$ cat src/rtl/mem_arbiter.sv
// mem_arbiter: shares one data-memory port between the load/store path
// (port 0) and the instruction-refill path (port 1). Round-robin grant held
// for a full transaction, combinational request steering and response routing,
// and a sticky watchdog for transactions that never complete.
module mem_arbiter #(
    parameter int TIMEOUT_CYCLES = 256
) (
    input  logic        i_clk,
    input  logic        i_rst_n,
    // port 0: load/store path
    input  logic [31:0] i_p0_addr,
    input  logic        i_p0_wreq,
    input  logic        i_p0_rreq,
    input  logic [31:0] i_p0_wdata,
    input  logic [3:0]  i_p0_byte_enable,
    output logic        o_p0_wvalid,
    output logic        o_p0_rvalid,
    output logic [31:0] o_p0_rdata,
    // port 1: instruction refill path
    input  logic [31:0] i_p1_addr,
    input  logic        i_p1_wreq,
    input  logic        i_p1_rreq,
    input  logic [31:0] i_p1_wdata,
    input  logic [3:0]  i_p1_byte_enable,
    output logic        o_p1_wvalid,
    output logic        o_p1_rvalid,
    output logic [31:0] o_p1_rdata,
    // shared memory port
    output logic [31:0] o_mem_addr,
    output logic [31:0] o_mem_wdata,
    output logic        o_mem_wreq,
    output logic        o_mem_rreq,
    output logic [3:0]  o_mem_byte_enable,
    input  logic        i_mem_wvalid,
    input  logic        i_mem_rvalid,
    input  logic [31:0] i_mem_rdata,
    // status
    output logic        o_busy,
    output logic        o_grant,
    output logic        o_timeout
);

    // Counter is at least 8 bits and wide enough to hold TIMEOUT_CYCLES.
    localparam int CW = ($clog2(TIMEOUT_CYCLES + 1) > 8) ? $clog2(TIMEOUT_CYCLES + 1) : 8;
    localparam logic [CW:0] C_LIMIT = (CW + 1)'(TIMEOUT_CYCLES);

    typedef enum logic {
        ST_IDLE = 1'b0,
        ST_BUSY = 1'b1
    } state_t;

    state_t        r_state;
    logic          r_grant;
    logic          r_last_grant;
    logic          r_timeout;
    logic [CW-1:0] r_cnt;

    logic          w_busy;
    logic          w_req0;
    logic          w_req1;
    logic          w_win;
    logic          w_sel_wreq;
    logic          w_sel_rreq;
    logic [31:0]   w_sel_addr;
    logic [31:0]   w_sel_wdata;
    logic [3:0]    w_sel_be;
    logic          w_done_w;
    logic          w_done_r;
    logic [CW:0]   w_cnt_inc;

    assign w_busy = (r_state == ST_BUSY);
    assign w_req0 = i_p0_wreq | i_p0_rreq;
    assign w_req1 = i_p1_wreq | i_p1_rreq;

    // On a tie the port that did not complete last wins; otherwise the lone requester.
    assign w_win = (w_req0 & w_req1) ? ~r_last_grant : w_req1;

    // Granted port's request fields.
    assign w_sel_wreq  = r_grant ? i_p1_wreq        : i_p0_wreq;
    assign w_sel_rreq  = r_grant ? i_p1_rreq        : i_p0_rreq;
    assign w_sel_addr  = r_grant ? i_p1_addr        : i_p0_addr;
    assign w_sel_wdata = r_grant ? i_p1_wdata       : i_p0_wdata;
    assign w_sel_be    = r_grant ? i_p1_byte_enable : i_p0_byte_enable;

    // Memory side is forced quiet in IDLE; a write masks a simultaneous read.
    assign o_mem_wreq        = w_busy & w_sel_wreq;
    assign o_mem_rreq        = w_busy & w_sel_rreq & ~w_sel_wreq;
    assign o_mem_addr        = w_busy ? w_sel_addr  : 32'd0;
    assign o_mem_wdata       = w_busy ? w_sel_wdata : 32'd0;
    assign o_mem_byte_enable = w_busy ? w_sel_be    : 4'd0;

    // Only a valid matching the forwarded request type completes the transaction.
    assign w_done_w = o_mem_wreq & i_mem_wvalid;
    assign w_done_r = o_mem_rreq & i_mem_rvalid;

    assign o_p0_wvalid = w_done_w & ~r_grant;
    assign o_p1_wvalid = w_done_w &  r_grant;
    assign o_p0_rvalid = w_done_r & ~r_grant;
    assign o_p1_rvalid = w_done_r &  r_grant;
    assign o_p0_rdata  = (w_busy & ~r_grant) ? i_mem_rdata : 32'd0;
    assign o_p1_rdata  = (w_busy &  r_grant) ? i_mem_rdata : 32'd0;

    assign o_busy    = w_busy;
    assign o_grant   = r_grant;
    assign o_timeout = r_timeout;

    assign w_cnt_inc = {1'b0, r_cnt} + {{CW{1'b0}}, 1'b1};

    // Grant FSM: arbitrate in IDLE, hold through BUSY until completion or abort,
    // counting stalled BUSY cycles for the watchdog.
    always_ff @(posedge i_clk or negedge i_rst_n) begin
        if (!i_rst_n) begin
            r_state      <= ST_IDLE;
            r_grant      <= 1'b0;
            r_last_grant <= 1'b1;
            r_timeout    <= 1'b0;
            r_cnt        <= '0;
        end else if (r_state == ST_IDLE) begin
            if (w_req0 | w_req1) begin
                r_state <= ST_BUSY;
                r_grant <= w_win;
                r_cnt   <= '0;
            end
        end else begin
            if (w_done_w | w_done_r) begin
                r_state      <= ST_IDLE;
                r_last_grant <= r_grant;
            end else if (!(w_sel_wreq | w_sel_rreq)) begin
                // requester withdrew: drop the grant without touching fairness state
                r_state <= ST_IDLE;
            end else begin
                if (!(&r_cnt))
                    r_cnt <= w_cnt_inc[CW-1:0];
                if (w_cnt_inc >= C_LIMIT)
                    r_timeout <= 1'b1;
            end
        end
    end

endmodule

$ cat config.mk
export PLATFORM = sky130hd
export DESIGN_NAME = mem_arbiter
export DESIGN_NICKNAME = d
export VERILOG_FILES = /design/src/rtl/mem_arbiter.sv
export SDC_FILE = /design/constraint.sdc
export NUM_CORES = 1
export LEC_CHECK = 0
export ABC_CLOCK_PERIOD_IN_PS = 3440
export BUFFER_PORTS_ARGS = -buffer_cell sky130_fd_sc_hd__buf_2
export CAP_MARGIN = 40
export CORE_AREA = 2 2 124 126
export DETAILED_ROUTE_END_ITERATION = 8
export DIE_AREA = 0 0 126 128
export SYNTH_ARGS = -nofsm -noshare
export SYNTH_HDL_FRONTEND = slang
export SYNTH_SLANG_ARGS = --single-unit
$ cat constraint.sdc
create_clock -name i_clk -period 3.44 [get_ports i_clk]
set_input_delay 0.344 -clock i_clk [delete_from_list [all_inputs] [get_ports i_clk]]
set_output_delay 0.344 -clock i_clk [all_outputs]
set_load 0.05 [all_outputs]
# ---- Word-level counts from Yosys, hierarchy flattened
# Cells that the tools add are included.
dict set report classes {
  n_addsub 1
  order_cmp 1
  n_eq_ne 3
  n_mux 20
  bitwise_logic 22
  n_reduce_logical 6
}
# cell count
set ops {}
lappend ops {{$mux W32} 6}
lappend ops {{$mux W9} 5}
lappend ops {{$and A1 B1 Y1} 12}
lappend ops {{$add A9 B1 Y10 const B} 1}
lappend ops {{$ge A10 B9 Y1 const B} 1}
lappend ops {{$reduce_and A9 Y1} 1}
lappend ops {{$mux W4} 2}
lappend ops {{$reduce_and A4 Y1} 2}
lappend ops {{$mux W1} 7}
lappend ops {{$not A1 Y1} 5}
lappend ops {{$or A1 B1 Y1} 5}
lappend ops {{$ne A2 B2 Y1 const B} 2}
lappend ops {{$reduce_and A2 Y1} 2}
lappend ops {{$ne A2 B1 Y1 const B} 1}
lappend ops {{$reduce_bool A2 Y1} 1}
dict set report totals {
  register_bits 13
  input_bits 176
  output_inout_bits 141
  wordCells 58
}

# ---- Depth between registers and ports, before layout
dict set report depth {
  word_depth 7
  depth_mapped 9
}

# ---- Least setup slack after synthesis
# OpenSTA, ideal clock, no wires.
dict set report synth_path {
  path_kind {flip-flop to output port}
  start {register r_state, in the netlist o_busy}
  end {output port o_mem_byte_enable[0]}
  arrival_time_ns 2.237
  required_time_ns 3.096
  path_slack_ns 0.859
  stages_incl_launch_ff 6
  n_path_buf 3
  cell_sequence {dfrtp_1 clkbuf_1 inv_2 buf_1 clkbuf_1 nor2_1}
}
dict set report synth_via {
  elab_chain_len 1
}
# element line
set synth_rtl {}
lappend synth_rtl {{start, declared} 52} ;# state_t r_state;
lappend synth_rtl {{start signal, assigned} 113} ;# r_state <= ST_IDLE;
lappend synth_rtl {{start signal, assigned} 120} ;# r_state <= ST_BUSY;
lappend synth_rtl {{start signal, assigned} 126} ;# r_state <= ST_IDLE;
lappend synth_rtl {{$mux W4} 90} ;# assign o_mem_byte_enable = w_busy ? w_sel_be : 4'd0;
lappend synth_rtl {{end, declared} 33} ;# output logic [3:0] o_mem_byte_enable,
# No other way between the ends.

# ---- Worst setup path after layout
dict set report layout_path {
  start {register r_grant, in the netlist o_grant}
  end {output port o_mem_addr[1]}
}
dict set report layout_via {
  elab_chain_len 2
}
# element line
set layout_rtl {}
lappend layout_rtl {{start, declared} 53} ;# logic r_grant;
lappend layout_rtl {{start signal, assigned} 121} ;# r_grant <= w_win;
lappend layout_rtl {{$mux W32} 81} ;# assign w_sel_addr = r_grant ? i_p1_addr : i_p0_addr;
lappend layout_rtl {{$mux W32} 88} ;# assign o_mem_addr = w_busy ? w_sel_addr : 32'd0;
lappend layout_rtl {{end, declared} 29} ;# output logic [31:0] o_mem_addr,
# No other way between the ends.

==> flow_results.org <==
** Clock tree
- Clock-pin slew was measured on the worst setup and hold paths at 50 ps.
- TritonCTS buffer count :: 3
- In this run the number of H-tree levels came out at 1.
- Post-CTS repair changed the size of 0 cells.
- The clock passes through at most 2 buffers.
- Counting every sink on the clock net gives 13.
- The tree is rooted in a sky130_fd_sc_hd__clkbuf_16.
- Clock latency reported for the late side of the worst-skew pair :: 240 ps
- Postcts setup bufs :: 0
- TritonCTS built the clock tree.
- For this design, the CTS-stage hold fixing added 0 buffers.

** Timing
- The number of pins with negative max-slew slack in the final report came to 0.
- Share of the cycle needed by the critical path after routing :: about 73%
- Headroom to the max-slew limit came out at 50.8%.
- Setup violations, final :: 0
- For the pin with the worst max-slew slack, the measured transition is roughly 740 ps.
- Final worst clock skew :: 0.408 ps
- Maximum frequency from static timing analysis :: 397 MHz
- The total count of hold-check failures in the final report came to 12.
- Across all hold checks on the routed design, the worst slack comes to -10.7 ps.
- Unrepaired setup endpoints after global routing :: no
- Time the final worst path needs with I/O delays and setup :: about 2500 ps
- Summed over all failing endpoints, the final setup total negative slack is 0 ps.

** Die
- Width of the chip :: ~130 um
- Number of top-level pins :: 317
- Effective utilization at floorplan :: 15.2%
- The floorplan step defined a core boundary enclosing around 15000 sq um.
- The floorplan has 45 rows.
- The die covers 16100 sq um.
- The die is between 100 and 150 um tall.

** Worst setup path
- On the worst path, the slowest cell contributes a delay of roughly 740 ps.
- Data on the critical path is required at its endpoint by slightly above 3000 ps.
- Walking the worst path, the cells encountered are buf_12 -> mux2i_1 -> nor2_1 -> buf_2.
- Worst Setup SP :: o_grant
- The number of buffers and inverters on the critical path is 2.
- Crit end category :: output port
- The most critical setup path has its endpoint at o_mem_addr[1].
- R2r setup slk :: 980 ps
- Logic depth of the worst path, buffers included :: 4
- The kind of cell with the highest combined delay along the critical path is flip-flops.
- Of all nets on the critical path, the largest fanout is 65.
- Cells on worst reg2reg path :: 9
- Reg2Reg Launch Point :: r_cnt[0]
- Classification of the worst setup path :: reg2out
- Terminus of the critical flop-to-flop path :: r_cnt[1]
- Data on the critical path arrives at its endpoint at 2170 ps.
- CP max-delay cell :: sky130_fd_sc_hd__dfrtp_4
- The worst setup path is launched from a register.

** Run status
- Violations in the final reports :: hold timing
- Outcome :: finished, violations left

** Synthesis
- The number of nets in the synthesized netlist is 494.
- Summing every instance area after synthesis gives 2260 sq um.
- Yosys mapped the design onto 35 distinct sky130hd cell types.
- After technology mapping, the gate count stands at 316.
- #FFs+latches synth :: 13
- The average instance in the mapped netlist occupies 7.14 sq um.
- For this run, the number of Yosys warnings is 0.
- Sequential elements use approximately 14% of the synthesized area.

** Cells and area
- Commonest non-fill, non-tap cells in the layout :: 316 x sky130_fd_sc_hd__buf_2, 78 x sky130_fd_sc_hd__nor2_1, 71 x sky130_fd_sc_hd__mux2i_1
- Filler instances :: between 1500 and 2000
- Relative to the synthesized area, the layout overhead comes to 81.1%.
- The repair_antennas step left the layout with diodes totalling 0.
- Leading cell type in the layout, fill and taps excluded :: sky130_fd_sc_hd__buf_2
- Net count, final :: approximately 790
- Share of post-route cells with drive strength above 1 :: between 50% and 60%

** Drt
- DRT antenna net count :: 0
- # DRC :: 0
- Number of vias in the routed layout :: 3297
- For this block, the initial DRC count from the detailed router was 279.
- Dividing the detail-routed wire length by the instance count gives 13.5 um.
- Count of TritonRoute iterations in the first routing pass :: 8
- Via density per instance :: just over 4
- For this block, the routed nets add up to 10.8 mm of wire.

** Pwr
- Maximum ir drop on the vdd rail :: 387 uV
- Dividing total power by cell area gives a power density of 1150 nW/um^2.
- For this design the static power due to leakage is 2.63 nW.

** Global routing
- Summed over all layers, the global routing overflow is 0.
- Pin count of the biggest net entering global routing :: 74
- Number of global-route vias before repair :: 2767
- First-pass GRT wire length :: around 15 mm
- Global routing consumed, over all layers together, 11.5% of the routing resources.
- The number of antenna violations at the first check in global routing was 0.

** Min path
- Worst hold path type :: in2async

** Place
- Input and output buffers added on the ports amount to ~320.
- Summed over all nets, the half-perimeter wirelength after detailed placement is 8.87 mm.
- At the end of routability-driven placement, the weighted congestion stood at 0.770.

** Job
- Across the run, the number of max-cap violations was 0.
[layout make-up]
| class | count | area [sq um] | share of cell area [%] |
|---|---|---|---|
| Clock buffer | 4 | 78.8 | 1.93 |
| Inverter | 5 | 18.8 | 0.459 |
| Multi-Input combinational cell | 268 | 1780 | 43.6 |
| Sequential cell | 13 | 330 | 8.09 |
| Tap cell | 188 | 235 | 5.76 |
| Timing Repair Buffer | 322 | 1640 | 40.1 |
[report_power, final]
part / internal (mW) / total [mW] / switching [mW]
combinational: 1.03 / 4.12 / 3.09
sequential: 0.202 / 0.335 / 0.133
clock: 0.157 / 0.224 / 0.0672
total: 1.39 / 4.68 / 3.29
[per-layer routing]
metal	vias up	global-route usage (%)	part of all wire (%)
li1	1681	-	-
met1	1476	15.8	43
met2	137	19.2	50
met3	3	2.63	7.3
met4	0	0.776	0.13
met5	-	0	0
[worst min-delay path by stage]
stage / start / end / slack [ps] / cells after the start
2_1_floorplan: i_rst_n / o_busy / 50 / 0
5_1_grt: i_rst_n / o_timeout / 10 / 1
3_5_place_dp: i_rst_n / r_cnt[4] / 260 / 1
4_1_cts: i_rst_n / r_cnt[8] / 1 / 1
3_3_place_gp: i_rst_n / r_cnt[8] / 250 / 1
6_report: i_rst_n / r_cnt[8] / -10 / 1
[synth_stat cells]
cell type                   count  area [sq um]
sky130_fd_sc_hd__nor4_1         1          6.26
sky130_fd_sc_hd__buf_4          1          7.51
sky130_fd_sc_hd__mux2i_1       71           711
sky130_fd_sc_hd__a222oi_1       1          10.0
sky130_fd_sc_hd__clkbuf_1      14          52.6
sky130_fd_sc_hd__a41oi_1        1          8.76
sky130_fd_sc_hd__inv_1          4          15.0
sky130_fd_sc_hd__ha_1           2          25.0
sky130_fd_sc_hd__a31oi_1        2          12.5
sky130_fd_sc_hd__nand4_1        4          25.0
sky130_fd_sc_hd__nand4b_1       1          8.76
sky130_fd_sc_hd__o32a_1         1          10.0
sky130_fd_sc_hd__dfrtp_1       12           300
sky130_fd_sc_hd__nand4bb_1      1          11.3
sky130_fd_sc_hd__and3_1        34           213
sky130_fd_sc_hd__nand2_1       11          41.3
sky130_fd_sc_hd__nor3_1         5          25.0
sky130_fd_sc_hd__o2111ai_1      2          17.5
sky130_fd_sc_hd__buf_2          9          45.0
sky130_fd_sc_hd__nor2b_4        1          13.8
sky130_fd_sc_hd__nand3_1        5          25.0
sky130_fd_sc_hd__a32o_1         3          30.0
sky130_fd_sc_hd__o21ai_0        1          5.00
sky130_fd_sc_hd__nand2b_1       2          12.5
sky130_fd_sc_hd__inv_2          1          3.75
sky130_fd_sc_hd__nor2_1        78           293
sky130_fd_sc_hd__o211ai_1       1          7.51
sky130_fd_sc_hd__o21bai_1       1          7.51
sky130_fd_sc_hd__and2_1        33           206
sky130_fd_sc_hd__a211oi_1       1          7.51
sky130_fd_sc_hd__buf_1          6          22.5
sky130_fd_sc_hd__mux2_1         2          22.5
sky130_fd_sc_hd__a21bo_1        1          10.0
sky130_fd_sc_hd__dfstp_2        1          26.3
sky130_fd_sc_hd__o2bb2ai_1      2          17.5
[state kept, by name (all words and copies together) (netlist names)]
| signal | cells |
|---|---|
| r_cnt | 9 |
| o_busy | 1 |
| o_grant | 1 |
| o_timeout | 1 |
| r_last_grant | 1 |
[cell families (layout without fill, tap and decap cells)]
family / after synthesis / in the layout / share of synthesized area (%)
simple gates: 176 / 176 / 39.0
mux: 73 / 73 / 32.5
buf+inv: 35 / 331 / 6.49
compound gates: 17 / 17 / 6.38
flops: 13 / 13 / 14.5
fa+ha+maj: 2 / 2 / 1.11
[metrics by stage]
| stage | setup WS (ps) | utilization (%) | std cells | total power, mW | instance area (sq um) |
|---|---|---|---|---|---|
| finish | 924 | 27.5 | 800 | 4.68 | 4090 |
| global route | 809 | 27.5 | 800 | 4.90 | 4090 |
| CTS | 923 | 27.5 | 800 | 4.71 | 4090 |
| detailed placement | 980 | 27.0 | 796 | 4.48 | 4010 |
| global placement | 1050 | 27.0 | 796 | 4.48 | 4010 |
| floorplan | 859 | - | 316 | 3.60 | 2260 |
Note: power is estimated with default switching activity, not from simulation.
